**config.mk**
```make
export PLATFORM = sky130hd
export DESIGN_NAME = eeprom_nvram_ctrl
export DESIGN_NICKNAME = d
export VERILOG_FILES = /design/src/rtl/eeprom_pkg.sv /design/src/rtl/eeprom_data_poll.sv /design/src/rtl/eeprom_nvram_ctrl.sv
export SDC_FILE = /design/constraint.sdc
export NUM_CORES = 1
export LEC_CHECK = 0
export ABC_AREA = 1
export BUFFER_PORTS_ARGS = -buffer_cell sky130_fd_sc_hd__buf_4
export CORE_ASPECT_RATIO = 1.5
export CORE_MARGIN = 2
export CORE_UTILIZATION = 53
export DETAILED_ROUTE_END_ITERATION = 10
export PLACE_DENSITY = 0.91
export SETUP_SLACK_MARGIN = 0.5
export SYNTH_ARGS = -nofsm -noshare
export SYNTH_HDL_FRONTEND = slang
export SYNTH_SLANG_ARGS = --single-unit
```
**constraint.sdc**
```tcl
create_clock -name clk -period 2.38 [get_ports clk]
set_clock_uncertainty 0.2 [all_clocks]
set_input_delay 0 -clock clk [delete_from_list [all_inputs] [get_ports clk]]
set_output_delay 0 -clock clk [all_outputs]
set_load 0.02 [all_outputs]
```
**src/rtl/eeprom_pkg.sv**
```systemverilog
// eeprom_pkg: shared controller state encoding, page size and default poll budget
package eeprom_pkg;
  typedef enum logic [2:0] {
    IDLE, LOAD_WAIT, LOAD_WR, POLL_RD, POLL_CMP, SAVE_WAIT, SAVE_RD, SAVE_DATA
  } state_t;
  localparam int PAGE_SIZE = 64;
  localparam int DEF_POLL_TIMEOUT = 200000;
endpackage

```
**src/rtl/eeprom_data_poll.sv**
```systemverilog
// eeprom_data_poll: data-poll engine; start begins polling for byte last, rd strobes the EEPROM, done/timeout end the poll
module eeprom_data_poll import eeprom_pkg::*; #(
  parameter int POLL_TIMEOUT = DEF_POLL_TIMEOUT
) (
  input  logic       clk,
  input  logic       reset,
  input  logic       start,
  input  logic [7:0] ee_q,
  input  logic [7:0] last,
  output logic       rd,
  output logic       done,
  output logic       timeout
);
  localparam int TW = $clog2(POLL_TIMEOUT + 1);
  state_t phase;
  logic [TW-1:0] timer;
  logic [7:0] prev;
  logic have;
  always_comb begin
    rd = phase == POLL_RD;
    done = phase == POLL_CMP && have && prev == ee_q && ee_q == last;
    timeout = phase != IDLE && !done && timer == TW'(POLL_TIMEOUT - 1);
  end
  always_ff @(posedge clk or posedge reset)
    if (reset) begin
      phase <= IDLE;
      timer <= '0;
      prev <= '0;
      have <= 1'b0;
    end else if (start) begin
      phase <= POLL_RD;
      timer <= '0;
      have <= 1'b0;
    end else if (done || timeout) begin
      phase <= IDLE;
    end else if (phase != IDLE) begin
      timer <= timer + 1'b1;
      phase <= rd ? POLL_CMP : POLL_RD;
      if (!rd) begin
        prev <= ee_q;
        have <= 1'b1;
      end
    end
endmodule

```
**src/rtl/eeprom_nvram_ctrl.sv**
```systemverilog
// eeprom_nvram_ctrl: CPU EEPROM passthrough with HPS save-file load (page write + data poll) and save paths
module eeprom_nvram_ctrl import eeprom_pkg::*; #(
  parameter int ADDR_W = 14,
  parameter int POLL_TIMEOUT = DEF_POLL_TIMEOUT
) (
  input  logic              clk,
  input  logic              reset,
  input  logic              cpu_ce,
  input  logic              cpu_wr,
  input  logic              cpu_rd,
  input  logic [ADDR_W-1:0] cpu_addr,
  input  logic [7:0]        cpu_din,
  output logic [7:0]        cpu_dout,
  input  logic              ioctl_download,
  input  logic              ioctl_upload,
  input  logic              ioctl_wr,
  input  logic              ioctl_rd,
  input  logic [ADDR_W-1:0] ioctl_addr,
  input  logic [7:0]        ioctl_dout,
  output logic [7:0]        ioctl_din,
  output logic              ioctl_wait,
  output logic              ee_ce,
  output logic              ee_wr,
  output logic              ee_rd,
  output logic [ADDR_W-1:0] ee_addr,
  output logic [7:0]        ee_data,
  input  logic [7:0]        ee_q,
  output logic              dirty,
  output logic              busy,
  output logic              poll_err
);
  localparam int PB = $clog2(PAGE_SIZE);
  state_t state;
  logic [ADDR_W-1:0] addr_q;
  logic [7:0] data_q;
  logic pending, dl_q, ul_q;
  logic idle, start, finish, clr, poll_rd, poll_done, poll_tmo;
  eeprom_data_poll #(.POLL_TIMEOUT(POLL_TIMEOUT)) u_poll (
    .clk, .reset, .start, .ee_q, .last(data_q), .rd(poll_rd), .done(poll_done), .timeout(poll_tmo)
  );
  // the top parks in POLL_RD for the whole poll; the engine tracks the RD/CMP phase itself
  always_comb begin
    idle = state == IDLE;
    start = (state == LOAD_WAIT && !ioctl_download && pending) ||
            (state == LOAD_WR && addr_q[PB-1:0] == PB'(PAGE_SIZE - 1));
    finish = state == POLL_RD && (poll_done || poll_tmo);
    clr = (state == LOAD_WAIT && !ioctl_download && !pending) || (finish && !ioctl_download) ||
          (state == SAVE_WAIT && !ioctl_upload);
    busy = !idle;
    ee_ce = idle ? cpu_ce : 1'b1;
    ee_wr = idle ? cpu_wr : state == LOAD_WR;
    ee_rd = idle ? cpu_rd : state == SAVE_RD || poll_rd;
    ee_addr = idle ? cpu_addr : addr_q;
    ee_data = idle ? cpu_din : data_q;
    cpu_dout = idle ? ee_q : 8'hFF;
  end
  always_ff @(posedge clk or posedge reset)
    if (reset) begin
      state <= IDLE;
      ioctl_wait <= 1'b0;
      ioctl_din <= '0;
      dirty <= 1'b0;
      poll_err <= 1'b0;
      addr_q <= '0;
      data_q <= '0;
      pending <= 1'b0;
      dl_q <= 1'b0;
      ul_q <= 1'b0;
    end else begin
      dl_q <= ioctl_download;
      ul_q <= ioctl_upload;
      dirty <= (idle && cpu_ce && cpu_wr) || (dirty && !clr);
      if (poll_tmo) poll_err <= 1'b1;
      case (state)
        IDLE:
          if (ioctl_download && !dl_q) state <= LOAD_WAIT;
          else if (ioctl_upload && !ul_q) state <= SAVE_WAIT;
        LOAD_WAIT:
          if (!ioctl_download) begin
            state <= pending ? POLL_RD : IDLE;
            ioctl_wait <= pending;
            pending <= 1'b0;
          end else if (ioctl_wr) begin
            addr_q <= ioctl_addr;
            data_q <= ioctl_dout;
            ioctl_wait <= 1'b1;
            state <= LOAD_WR;
          end
        LOAD_WR: begin
          state <= start ? POLL_RD : LOAD_WAIT;
          ioctl_wait <= start;
          pending <= !start;
        end
        POLL_RD:
          if (finish) begin
            state <= ioctl_download ? LOAD_WAIT : IDLE;
            ioctl_wait <= 1'b0;
          end
        SAVE_WAIT:
          if (!ioctl_upload) state <= IDLE;
          else if (ioctl_rd) begin
            addr_q <= ioctl_addr;
            ioctl_wait <= 1'b1;
            state <= SAVE_RD;
          end
        SAVE_RD: state <= SAVE_DATA;
        SAVE_DATA: begin
          ioctl_din <= ee_q;
          ioctl_wait <= 1'b0;
          state <= SAVE_WAIT;
        end
        default: state <= IDLE;
      endcase
    end
endmodule

```
* Word level (Yosys, flattened, before mapping) *
Cells that the tools add are included.

word-level totals
  logic and storage cells = 129
  bits of input ports = 61
  register bits after elaboration = 69
  output and inout port bits = 45

operators by class
  eq/ne operators = 23
  add/subtract/negate cells = 1
  mux-type cells = 41
  bitwise operators = 3
  reductions and logical operators = 47

operator list
  kind                                                 number
  two-way mux 14 bit                                   5
  two-way mux 18 bit                                   3
  two-way mux 3 bit                                    11
  case mux 14 bit (2 select lines)                     1
  case mux 3 bit (7 select lines)                      1
  adder 18 x 1 -> 18 bit, second input constant        1
  equality test 18 bit, second input constant          1
  logical AND 1 bit                                    17
  equality test 8 bit                                  2
  two-way mux 8 bit                                    2
  != test 2 bit, second input constant                 8
  two-way mux 1 bit                                    14
  equality test 3 bit, second input constant           4
  AND reduction 5 bit                                  2
  equality test 3 x 2 -> 1 bit, second input constant  3
  zero test 1 bit                                      9
  AND reduction 4 bit                                  2
  equality test 6 bit, second input constant           1
  logical OR 1 bit                                     6
  != test 3 bit, second input constant                 2
  AND reduction 3 bit                                  2
  nonzero test 2 bit                                   3
  nonzero test 3 bit                                   2
  case mux 1 bit (5 select lines)                      1
  8 further kinds                                      12

* Depth between registers and ports, before layout *
  depth after elaboration = 15
  gate-level depth with buffers = 12
  gate-level depth less buffers = 11

* Hierarchy *
A second synthesis with hierarchy kept.

unflattened totals
  cell total of the unflattened synthesis = 616
  area, all modules = 4359.2 µm²

by module, submodules not included
  module             instances  cells each  area each (µm²)  seq. area each (µm²)
  eeprom_nvram_ctrl  1          311         2248.4           975.9
  eeprom_data_poll   1          305         2110.8           725.7

* Worst setup path after synthesis *
Ideal clock, no wire load.

  path kind = register -> register
  start = reg u_poll.timer[0]
  end = reg u_poll.timer[12]
  data required time = 2.063 ns
  setup slack = 0.517 ns
  arrival = 1.546 ns
  clock period less this slack = 1.863 ns
  buffers on the path = 1
  cell stages (with the launch flop) = 12
  setup time = 0.117 ns
  cell sequence = dfrtp_1 ha_1 nand2_1 nor2_2 inv_2 nor2_4 nand3_1 nand3_2 nand2_1 buf_4 nand2_1 nand2_1

between the ends
  longest elaborated chain between the ends = 5
  elaborated cells between the ends (all ways) = 9
  those cells by class = add/sub (1); eq/ne (2); mux (3); reduce/logical (3)

RTL lines
  element                                                                         RTL line                source
  start, declared                                                                 eeprom_data_poll.sv:16  logic [TW-1:0] timer;
  start signal, assigned                                                          eeprom_data_poll.sv:37  timer <= timer + 1'b1;
  parallel branches: the longest is 5 deep, another holds adder 18 x 1 -> 18 bit  n/a

Parallel ways; which one is timed is not known. The select of a mux whose other input is x is not followed.
A chain may end at the register's enable or synchronous reset.

* Worst setup path after layout *
  start = reg state[2]
  end = reg addr_q[0]

between the ends
  longest elaborated chain between the ends = 3
  elaborated cells between the ends (all ways) = 9
  those cells by class = eq/ne (6); mux (1); reduce/logical (2)

RTL lines
  element                                                                     RTL line                  source
  start, declared                                                             eeprom_nvram_ctrl.sv:33   state_t state;
  start signal, assigned                                                      eeprom_nvram_ctrl.sv:80   state <= pending ? POLL_RD : IDLE;
  start signal, assigned                                                      eeprom_nvram_ctrl.sv:90   state <= start ? POLL_RD : LOAD_WAIT;
  start signal, assigned                                                      eeprom_nvram_ctrl.sv:96   state <= ioctl_download ? LOAD_WAIT : IDLE;
  equality test 3 x 1 -> 1 bit / equality test 3 bit (equally long branches)  eeprom_nvram_ctrl.sv:74   case (state)
  != test 2 bit (no line) / nonzero test 2 bit (equally long branches)        n/a
  AND reduction 5 bit (no line)                                               n/a
  end signal, assigned                                                        eeprom_nvram_ctrl.sv:84   addr_q <= ioctl_addr;
  end signal, assigned                                                        eeprom_nvram_ctrl.sv:102  addr_q <= ioctl_addr;
  end, declared                                                               eeprom_nvram_ctrl.sv:34   logic [ADDR_W-1:0] addr_q;

Parallel ways exist; a longest one is shown, timed or not.

==> out/metrics.yaml <==
status:
  status: "finished clean"
synthesis:
  ys_types: 42
  synth_xor_area_share_pct: 4.34
  synth.avg_cell_area_um2: 7.54
  yosys_register_bits: 68
  synth.mux.area_fraction_pct: 5.30
  synthCells: 535
  syn-cell-area_mm2: 0.00403
  synth_top_family_by_area: "simple AND/OR/NAND/NOR gates"
  ys_warn_count: 0
  syn_nets: 597
  synthSimpleGateAreaFrac_pct: 35.0
  ys_seq_area_share_pct: 42.2
  synth_fa_ha_area_share_pct: 0.310
  synth_compound_area_share_pct: 6.14
die:
  num_rows: 39
  io_pins: 106
  die_area_mm2: 0.00834
  die_h_um: 111
  fp.coreArea_mm2: 0.00751
  dieWidth_um: 75.2
  initial_core_util_pct: 53.7
setup_path:
  crit_type: "flop to flop"
  start_kind: "flop"
  critical_path_arrival_ns: 2.09
  path_max_fanout: 7
  critPathRequiredTime_ns: 2.41
  crit_path_end_kind: "flop"
hold_path:
  hold_class: "input port to async pin"
clocking:
  clock_latency_ns: 0.35
  cts_tree: "done"
  clk_pin_slew_ns: 0.05
  clockBufferDepth: 2
  cts_inserted_buffers: 9
  root_buffer: "clkbuf_16"
  cts_max_level: 3
  cts_sinks: 68
routing:
  routed_wl_mm: 17.0
  wl_per_cell_um: 20.9
  drt_pre_antenna_iters: 6
  drt-initial-drc-count: 594
  ant_nets: 0
  drc: 0
  vias: 4919
  viasPerCell: 6.04
global_route:
  grt_pass1_vias: 4570
  antenna_found_initial: 0
  grt_pass1_wl_mm: 21.6
  grtUsageTotal_pct: 34.1
  grt_max_degree: 69
  grt-ovfl-total: 0
finish:
  layout_common_cells: "179 x nand2_1, 130 x buf_4, 62 x dfrtp_1, 46 x nor2_1, 38 x nand3_1"
  utilization_pct: 82.8
  layout-drive-gt1-share_pct: 36.6
  diodes: 0
  area_growth_pct: 54.2
  nets: 774
  layout_commonest_cell: "nand2_1"
timing:
  setup_viol: 0
  fin_crit_ns: 2.06
  tns_ns: 0
  whs_ns: 0.111
  fmax_ghz: 0.486
  slew_headroom_pct: 65.4
  post-route-period-util_pct: 86.5
  tightestPinTransition_ns: 0.519
  hold_viol: 0
  grt_setup_unrepaired: "true"
  maxSlewViolCount: 0
power:
  power.density_mw_per_mm2: 1320
  power_mw: 8.23
  vdd_drop_max_v: 0.00111
  p_leak_nw: 3.05
placed_design:
  hpwl_mm: 8.45
  gp_congestion: 0.936
  port_buffers: 105
flow_run:
  maxCapViolCount: 0
synth_stat cells:
cell type	instances	area share, %
inv_1	43	4.0
xor2_1	9	2.0
o21ai_2	8	1.7
buf_2	4	0.50
nor3b_1	3	0.56
nor4_1	1	0.16
nand3_1	49	6.1
ha_1	1	0.31
nand2_2	1	0.16
nand4_1	7	1.1
buf_1	1	0.093
dfrtp_1	68	42
a21o_1	1	0.19
inv_2	3	0.28
o2111ai_1	1	0.22
o2111ai_2	1	0.37
nor2_1	56	5.2
o21ai_1	1	0.12
o21ai_0	16	2.0
nand4_2	1	0.31
nand3_2	1	0.25
a31oi_1	2	0.31
nor2_2	3	0.47
clkbuf_1	5	0.47
nand4_4	1	0.53
and3_1	1	0.16
clkinv_1	1	0.093
xnor2_1	11	2.4
a21oi_1	5	0.62
nand2_4	1	0.28
buf_4	1	0.19
buf_6	4	1.1
o31ai_1	1	0.19
mux2_2	19	5.3
o21a_1	1	0.19
or2_2	2	0.31
nor3_1	4	0.50
nand3b_1	2	0.37
o221ai_1	1	0.22
nor3_2	1	0.25
nor2_4	2	0.56
nand2_1	191	18
worst max-delay path: stages (launching register included):
cell and delay, ns:
dfrtp_2 0.47, nand2_1 0.20, nor2_2 0.27, o21ai_2 0.19, o2111ai_4 0.21, mux2_2 0.40
path summary, 6_finish.rpt:
path,start,end,slack [ns],cells after the start
setup / recovery,state[2],addr_q[0],0.32,5
hold / removal,reset,u_poll.timer[5],0.11,4
setup reg to reg,state[2],addr_q[0],0.32,5
hold reg to reg,poll_err,poll_err,0.28,1
max in group asynchronous,reset,state[2],1.53,4
min in group clk,cpu_addr[4],ee_addr[4],0.11,4
state kept, by name, indices dropped and copies added (netlist names):
register / cells
addr_q: 14
data_q: 8
dirty: 1
dl_q: 1
ioctl_din: 8
ioctl_wait: 1
pending: 1
poll_err: 1
state: 3
u_poll.have: 1
u_poll.phase: 2
u_poll.prev: 8
u_poll.timer: 18
ul_q: 1
cells by family (layout without fill, tap and decap cells):
family	Yosys count	after routing
compound gates	38	39
simple gates	327	329
mux	19	19
fa+ha+maj	1	1
flops	68	68
buf+inv	62	237
xor+xnor	20	20
per-layer routing:
layer / GRT usage (%) / routed length [um]
met5: 0 / 0
met4: 19.9 / 1570
met3: 7.64 / 1520
met1: 36.9 / 5380
met2: 58.2 / 8570
final cells by class:
| type | count | area [um^2] |
|---|---|---|
| sequential | 68 | 1710 |
| clock buffer | 12 | 246 |
| inverter | 47 | 199 |
| multi-input combinational | 408 | 2390 |
| fill | 377 | 1290 |
| timing repair buffer | 178 | 1550 |
| tap | 102 | 128 |
metrics by stage:
stage | instances | setup WS (ns) | instance area, um^2
5_1_grt | 815 | 0.312 | 6220
3_3_place_gp | 733 | 0.238 | 4930
2_1_floorplan | 535 | 0.517 | 4040
6_report | 815 | 0.322 | 6220
3_5_place_dp | 733 | 0.221 | 4930
4_1_cts | 790 | 0.466 | 5730
timing repair:
action,in CTS,in global routing
endpoints found under the hold margin,113,0
endpoints found under the setup margin,87,82
gates resized for setup,25,69
cloned,1,5
pin swaps,4,25
setup buffers,7,20
hold buffers,37,0
power breakdown:
group | internal, mW | leakage, nW | switching [mW] | total, mW
clock network | 0.710 | 0.120 | 0.488 | 1.20
registers | 1.62 | 0.826 | 0.464 | 2.09
logic | 2.02 | 2.10 | 2.93 | 4.95
No activity file was read; power rests on OpenSTA's default activity.
